`src/rtl/systolic_edge_feeder_if.sv`:
```
// systolic_edge_feeder_if: valid/ready vector stream into the edge feeder.
interface systolic_edge_feeder_if #(parameter int N = 4) ();
   logic             in_valid;
   logic             in_ready;
   logic [32*N-1:0]  in_data;
   modport master (output in_valid, output in_data, input in_ready);
   modport slave  (input in_valid, input in_data, output in_ready);
endinterface

```
`src/rtl/systolic_edge_feeder.sv`:
```
// systolic_edge_feeder: skews K-slice vectors so lane i lags by i cycles into one array edge.
// Define FEED_CANON_ZERO_EN to replace -0.0 lane values with +0.0 before the skew chain.
module systolic_edge_feeder #(
   parameter int N  = 4,
   parameter int KW = 16
) (
   input  logic                 clk,
   input  logic                 rst_n,
   input  logic                 start_i,
   input  logic [KW-1:0]        k_len_i,
   systolic_edge_feeder_if.slave in_if,
   output logic [32*N-1:0]      out_lane_o,
   output logic [N-1:0]         out_act_o,
   output logic                 busy_o,
   output logic                 done_o,
   output logic                 underrun_o
);
   localparam int FW = (N > 1) ? $clog2(N) : 1;
   typedef enum logic [1:0] {S_IDLE, S_STREAM, S_FLUSH, S_DONE} state_t;
   state_t         state_q, state_d;
   logic           pend_q, pend_d;
   logic [KW-1:0]  klen_q, klen_d, cnt_q, cnt_d;
   logic [FW-1:0]  fl_q, fl_d;
   logic           und_q, und_d;
   logic           acc;
   function automatic logic [31:0] canon(input logic [31:0] x);
`ifdef FEED_CANON_ZERO_EN
      return (x == 32'h8000_0000) ? 32'h0 : x;
`else
      return x;
`endif
   endfunction
   // START is registered once in IDLE; the pass begins on the following edge
   always_comb begin
      state_d = state_q;
      pend_d  = 1'b0;
      klen_d  = klen_q;
      cnt_d   = cnt_q;
      fl_d    = fl_q;
      und_d   = und_q;
      acc     = (state_q == S_STREAM) && in_if.in_valid;
      case (state_q)
         S_IDLE: begin
            pend_d = start_i && !pend_q;
            if (start_i && !pend_q) begin
               klen_d = k_len_i;
               cnt_d  = '0;
               und_d  = 1'b0;
            end
            if (pend_q) state_d = (klen_q != '0) ? S_STREAM : S_DONE;
         end
         S_STREAM: begin
            if (acc) begin
               cnt_d = cnt_q + 1'b1;
               fl_d  = '0;
               if (cnt_d == klen_q) state_d = (N == 1) ? S_DONE : S_FLUSH;
            end else begin
               und_d = 1'b1;
            end
         end
         S_FLUSH: begin
            fl_d = fl_q + 1'b1;
            if (fl_q == FW'(N - 2)) state_d = S_DONE;
         end
         default: state_d = S_IDLE;
      endcase
   end
   always_ff @(posedge clk or negedge rst_n) begin
      if (!rst_n) begin
         state_q <= S_IDLE;
         pend_q  <= 1'b0;
         klen_q  <= '0;
         cnt_q   <= '0;
         fl_q    <= '0;
         und_q   <= 1'b0;
      end else begin
         state_q <= state_d;
         pend_q  <= pend_d;
         klen_q  <= klen_d;
         cnt_q   <= cnt_d;
         fl_q    <= fl_d;
         und_q   <= und_d;
      end
   end
   assign in_if.in_ready = (state_q == S_STREAM);
   assign busy_o         = (state_q != S_IDLE);
   assign done_o         = (state_q == S_DONE);
   assign underrun_o     = und_q;
   // lane i: i+1 stages of data plus an activity tag; zeros enter whenever nothing is accepted
   for (genvar i = 0; i < N; i++) begin : g_lane
      logic [31:0] d_q [i+1];
      logic        a_q [i+1];
      logic [31:0] v;
      assign v = acc ? canon(in_if.in_data[32*i +: 32]) : 32'h0;
      always_ff @(posedge clk or negedge rst_n) begin
         if (!rst_n) begin
            for (int j = 0; j <= i; j++) begin
               d_q[j] <= '0;
               a_q[j] <= 1'b0;
            end
         end else begin
            d_q[0] <= v;
            a_q[0] <= acc;
            for (int j = 1; j <= i; j++) begin
               d_q[j] <= d_q[j-1];
               a_q[j] <= a_q[j-1];
            end
         end
      end
      assign out_lane_o[32*i +: 32] = d_q[i];
      assign out_act_o[i]           = a_q[i];
   end
endmodule

```
`src/flat_wrapper.sv`:
```
// flat-port wrapper written by rule: the top's interface ports become plain ports
module systolic_edge_feeder_flat 
#(
   parameter int N  = 4,
   parameter int KW = 16
)
  (clk, rst_n, start_i, k_len_i, out_lane_o, out_act_o, busy_o, done_o, underrun_o, in_if_in_valid, in_if_in_data, in_if_in_ready);
  systolic_edge_feeder_if #(.N(N)) in_if_i ();
  input  logic clk;
  input  logic rst_n;
  input  logic start_i;
  input  logic [KW-1:0] k_len_i;
  output logic [32*N-1:0] out_lane_o;
  output logic [N-1:0] out_act_o;
  output logic busy_o;
  output logic done_o;
  output logic underrun_o;
  input wire logic [$bits(in_if_i.in_valid)-1:0] in_if_in_valid;
  input wire logic [$bits(in_if_i.in_data)-1:0] in_if_in_data;
  output wire logic [$bits(in_if_i.in_ready)-1:0] in_if_in_ready;
  assign in_if_i.in_valid = in_if_in_valid;
  assign in_if_i.in_data = in_if_in_data;
  assign in_if_in_ready = in_if_i.in_ready;
  systolic_edge_feeder #(.N(N), .KW(KW)) u_core (.clk(clk), .rst_n(rst_n), .start_i(start_i), .k_len_i(k_len_i), .in_if(in_if_i), .out_lane_o(out_lane_o), .out_act_o(out_act_o), .busy_o(busy_o), .done_o(done_o), .underrun_o(underrun_o));
endmodule
```
`config.mk`:
```
export PLATFORM = sky130hd
export DESIGN_NAME = systolic_edge_feeder_flat
export DESIGN_NICKNAME = d
export VERILOG_FILES = /design/src/rtl/systolic_edge_feeder_if.sv /design/src/rtl/systolic_edge_feeder.sv /design/src/flat_wrapper.sv
export SDC_FILE = /design/constraint.sdc
export NUM_CORES = 1
export LEC_CHECK = 0
export CAP_MARGIN = 20
export CORE_ASPECT_RATIO = 0.6
export CORE_MARGIN = 10
export CORE_UTILIZATION = 46
export CTS_BUF_LIST = sky130_fd_sc_hd__clkbuf_2 sky130_fd_sc_hd__clkbuf_4 sky130_fd_sc_hd__clkbuf_8
export DETAILED_ROUTE_END_ITERATION = 7
export PLACE_DENSITY = 0.87
export SYNTH_ARGS = -nofsm -noshare
export SYNTH_HDL_FRONTEND = slang
export SYNTH_SLANG_ARGS = --single-unit
export TNS_END_PERCENT = 10
```
`constraint.sdc`:
```
create_clock -name clk -period 2.02 [get_ports clk]
set_input_delay 0.202 -clock clk [delete_from_list [all_inputs] [get_ports clk]]
set_output_delay 0.202 -clock clk [all_outputs]
set_load 0.005 [all_outputs]
```
==> flow_summary.json <==
{
  "cts_tree": "done",
  "syn_inst": 850,
  "synth_xor_area_share_pct": 1.67,
  "synth_top_family_by_area": "simple AND/OR/NAND/NOR gates",
  "synth_seq_area_share_pct": 75.0,
  "p_comb_share_pct": 20.1,
  "min_period_over_period_pct": 113,
  "htree_levels": 2,
  "vias": 7169,
  "ys_async_sr_fraction_pct": 100,
  "synth.distinct_cells": 43,
  "power_density_mw_per_mm2": 1180,
  "r2r_cells": 9,
  "numClockSinks": 362,
  "rr_endpoint": "u_core.state_q[1]",
  "setup_violations": 4,
  "cp.depth": 9,
  "rsz0062_at_grt": "true",
  "worst_clock_skew_ps": 16.0,
  "synth_mux_area_share_pct": 0.166,
  "drv_slew": 0,
  "final-seq-area_mm2": 0.00906,
  "nets": 1278,
  "cts_buffer_depth": 3,
  "syn_to_final_growth_pct": 36.2,
  "path_cells": "buf_4, buf_4, nand4_1, nor4_4, xnor2_1, nor3_2, o2111ai_4, a221o_1, mux2i_1",
  "grt_pass1_vias": 7968,
  "worstPathRequired_ps": 2530,
  "finalInstanceArea_mm2": 0.0164,
  "clock_latency_ps": 590,
  "grt_max_degree": 130,
  "timing.max_cap.violations": 0,
  "setup_ws_ps": -272,
  "synthSimpleGateAreaFrac_pct": 11.8,
  "crit_start": "u_core.cnt_q[3]",
  "grt_use_total_pct": 17.9,
  "startpoint_type": "register",
  "rrSetupSlack_ps": -270,
  "multi_input_area_mm2": 0.00217,
  "vdd_drop_max_v": 0.000980,
  "r2r-start": "u_core.cnt_q[3]",
  "crit_buf_inv": 2,
  "first_pass_iters": 4,
  "yosys-top-cells-count": "362 x dfrtp_1, 136 x and3_1, 100 x buf_4",
  "crit_path_end": "u_core.state_q[1]",
  "p_leak_nw": 8.35,
  "synthAdderAreaFrac_pct": 0.622,
  "fp.dieW_um": 229,
  "synth_compound_area_share_pct": 2.97,
  "synthFlopType": "dfrtp_1",
  "cp_top_family": "simple AND/OR/NAND/NOR gates",
  "synth_edf_count": 0,
  "tns_ps": -757,
  "clock_tree.root_cell": "clkbuf_8",
  "syn-num-nets": 1004,
  "hold_path_class": "input port to register",
  "outcome": "finished, violations left",
  "drt_wl_total_um": 30400,
  "dpl.hpwl_um": 21400,
  "drive_above_1_share_pct": 16.9,
  "yosys_register_bits": 362,
  "fin_util_pct": 64.3,
  "clk_pin_slew_worst_paths_ps": 70,
  "ios": 284,
  "drtIter0Drc": 377,
  "port_buffers": 283,
  "syn_area_mm2": 0.0121,
  "start_util_pct": 47.2,
  "clock_power_share_pct": 33.9,
  "violations": "setup timing",
  "cp_slowest_cell": "dfrtp_1",
  "critPathKind": "register to register",
  "hold_viol": 0,
  "worst_pin_slew_ps": 626,
  "crit_path_frequent_cell": "buf_4",
  "cpPeakStageDelay_ps": 360,
  "via_per_inst": 4.72,
  "fp-row-count": 45,
  "avgSynthCellArea_um2": 14.2,
  "fillCellCount": 1833,
  "crit_arrival_ps": 2800,
  "power_mw": 19.5,
  "cts-buffers-inserted": 50,
  "timing.fmax_mhz": 436,
  "synthDominantCellAreaShare_pct": 75.0,
  "grt_remaining_overflow": 0,
  "end_kind": "register",
  "die-area_mm2": 0.0333,
  "placed_area_mm2": 0.0150,
  "synth_area_leader_cell": "dfrtp_1",
  "slew_headroom_pct": 58.3,
  "p_seq_share_pct": 46.0,
  "power_switching_mw": 5.22,
  "post-synth-top-count-cell": "dfrtp_1",
  "intPower_mw": 14.2,
  "die_y_um": 145,
  "period_minus_slack_ps": 2290,
  "antenna_found_initial": 1,
  "gp_congestion": 0.891,
  "synth_area_leaders": "dfrtp_1 75%, and3_1 7.0%, buf_4 6.2%",
  "wl_per_cell_um": 20.0,
  "synth_warnings": 0,
  "coreArea_mm2": 0.0256,
  "drtAntennaViolNets": 0,
  "sw_frac_of_total_pct": 26.8,
  "route.detailed.drc": 0,
  "cp_max_fo": 4,
  "grt_pass1_wl_um": 46900
}
==> power groups by stage <==
| stage | Combinational, mW | Sequential, mW | Clock, mW |
|---|---|---|---|
| 2_1_floorplan | 1.94 | 8.88 | 0 |
| 3_3_place_gp | 3.74 | 8.98 | 0 |
| 3_5_place_dp | 3.82 | 9.08 | 0 |
| 4_1_cts | 3.94 | 8.95 | 6.78 |
| 5_1_grt | 4.27 | 9.05 | 7.08 |
| 6_report | 3.92 | 8.94 | 6.59 |
==> cells in the final DEF, fill, tap and decap left out, types with 5 or more instances in the layout <==
cell             instances
and3_1                 134
nand2_1                 66
o21ai_0                 23
a21oi_1                  8
o31ai_1                  5
xor2_1                   6
clkdlybuf4s50_1        279
buf_4                   74
clkbuf_8                69
nand4_1                  6
nor2_1                  10
inv_1                    6
nand3_1                  7
dfrtp_1                360
clkbuf_4                13
xnor2_1                 16
==> metal layers <==
metal	global-route usage [%]	wire length, um	vias to the layer above
li1	-	-	3283
met1	22.6	12800	3590
met2	29.1	14600	252
met5	0	0	-
met3	5.93	2370	44
met4	5.21	619	0
==> kinds of logic (layout without fill, tap and decap cells) <==
kind of cell / after synthesis / after routing
xor+xnor: 23 / 23
buf+inv: 149 / 465
compound gates: 57 / 57
mux: 2 / 2
simple gates: 251 / 251
flops: 362 / 362
other cells: 0 / 1
fa+ha+maj: 6 / 6
==> repair_timing <==
| item | CTS | global route |
|---|---|---|
| pin swaps | 9 | 4 |
| hold buffers | 1 | 0 |
| endpoints found under the setup margin | 5 | 4 |
| buffers inserted | 8 | 0 |
| endpoints found under the hold margin | 236 | 0 |
| gates resized for setup | 18 | 3 |
==> how the worst min path moves through the flow <==
stage                         from                  endpoint  depth (start not counted)
floorplan                    rst_n           u_core.cnt_q[0]                          0
global placement             rst_n  u_core.g_lane[3].d_q[39]                          1
detailed placement           rst_n  u_core.g_lane[3].d_q[44]                          1
CTS                 in_if_in_valid         u_core.underrun_o                          5
global route        in_if_in_valid         u_core.underrun_o                          5
finish              in_if_in_valid         u_core.underrun_o                          5
==> sequential cells by signal, indices dropped and copies added, names as in the netlist <==
signal	count
u_core.g_lane.d_q	224
u_core.out_lane_o	96
u_core.cnt_q	16
u_core.klen_q	16
u_core.out_act_o	3
u_core.fl_q	2
u_core.state_q	2
u_core.g_lane.a_q	1
u_core.pend_q	1
u_core.underrun_o	1
==> layout make-up <==
class	instances	area share (%)
multi-input combinational	339	13.2
clock buffer	82	6.37
clock inverter	12	1.15
antenna	1	0.0152
inverter	9	0.205
sequential	362	55.1
tap	352	2.68
timing repair buffer	362	21.3
==> per-stage QoR <==
stage               setup WS, ps  cells  hold WS [ps]
floorplan                  -26.8    850         -93.6
CTS                         -258   1517          43.4
global placement            -417   1414           182
finish                      -272   1519          98.7
detailed placement          -459   1414           191
global route                -362   1519          85.1
==> worst reg2reg max path, stage by stage, from the launching register on <==
cell       delay (ps)
dfrtp_1           360
buf_4             130
buf_4             130
nand4_1           170
nor4_4            340
xnor2_1           140
nor3_2            250
o2111ai_4         150
a221o_1           360
mux2i_1           190
No activity file was read; power rests on OpenSTA's default activity.
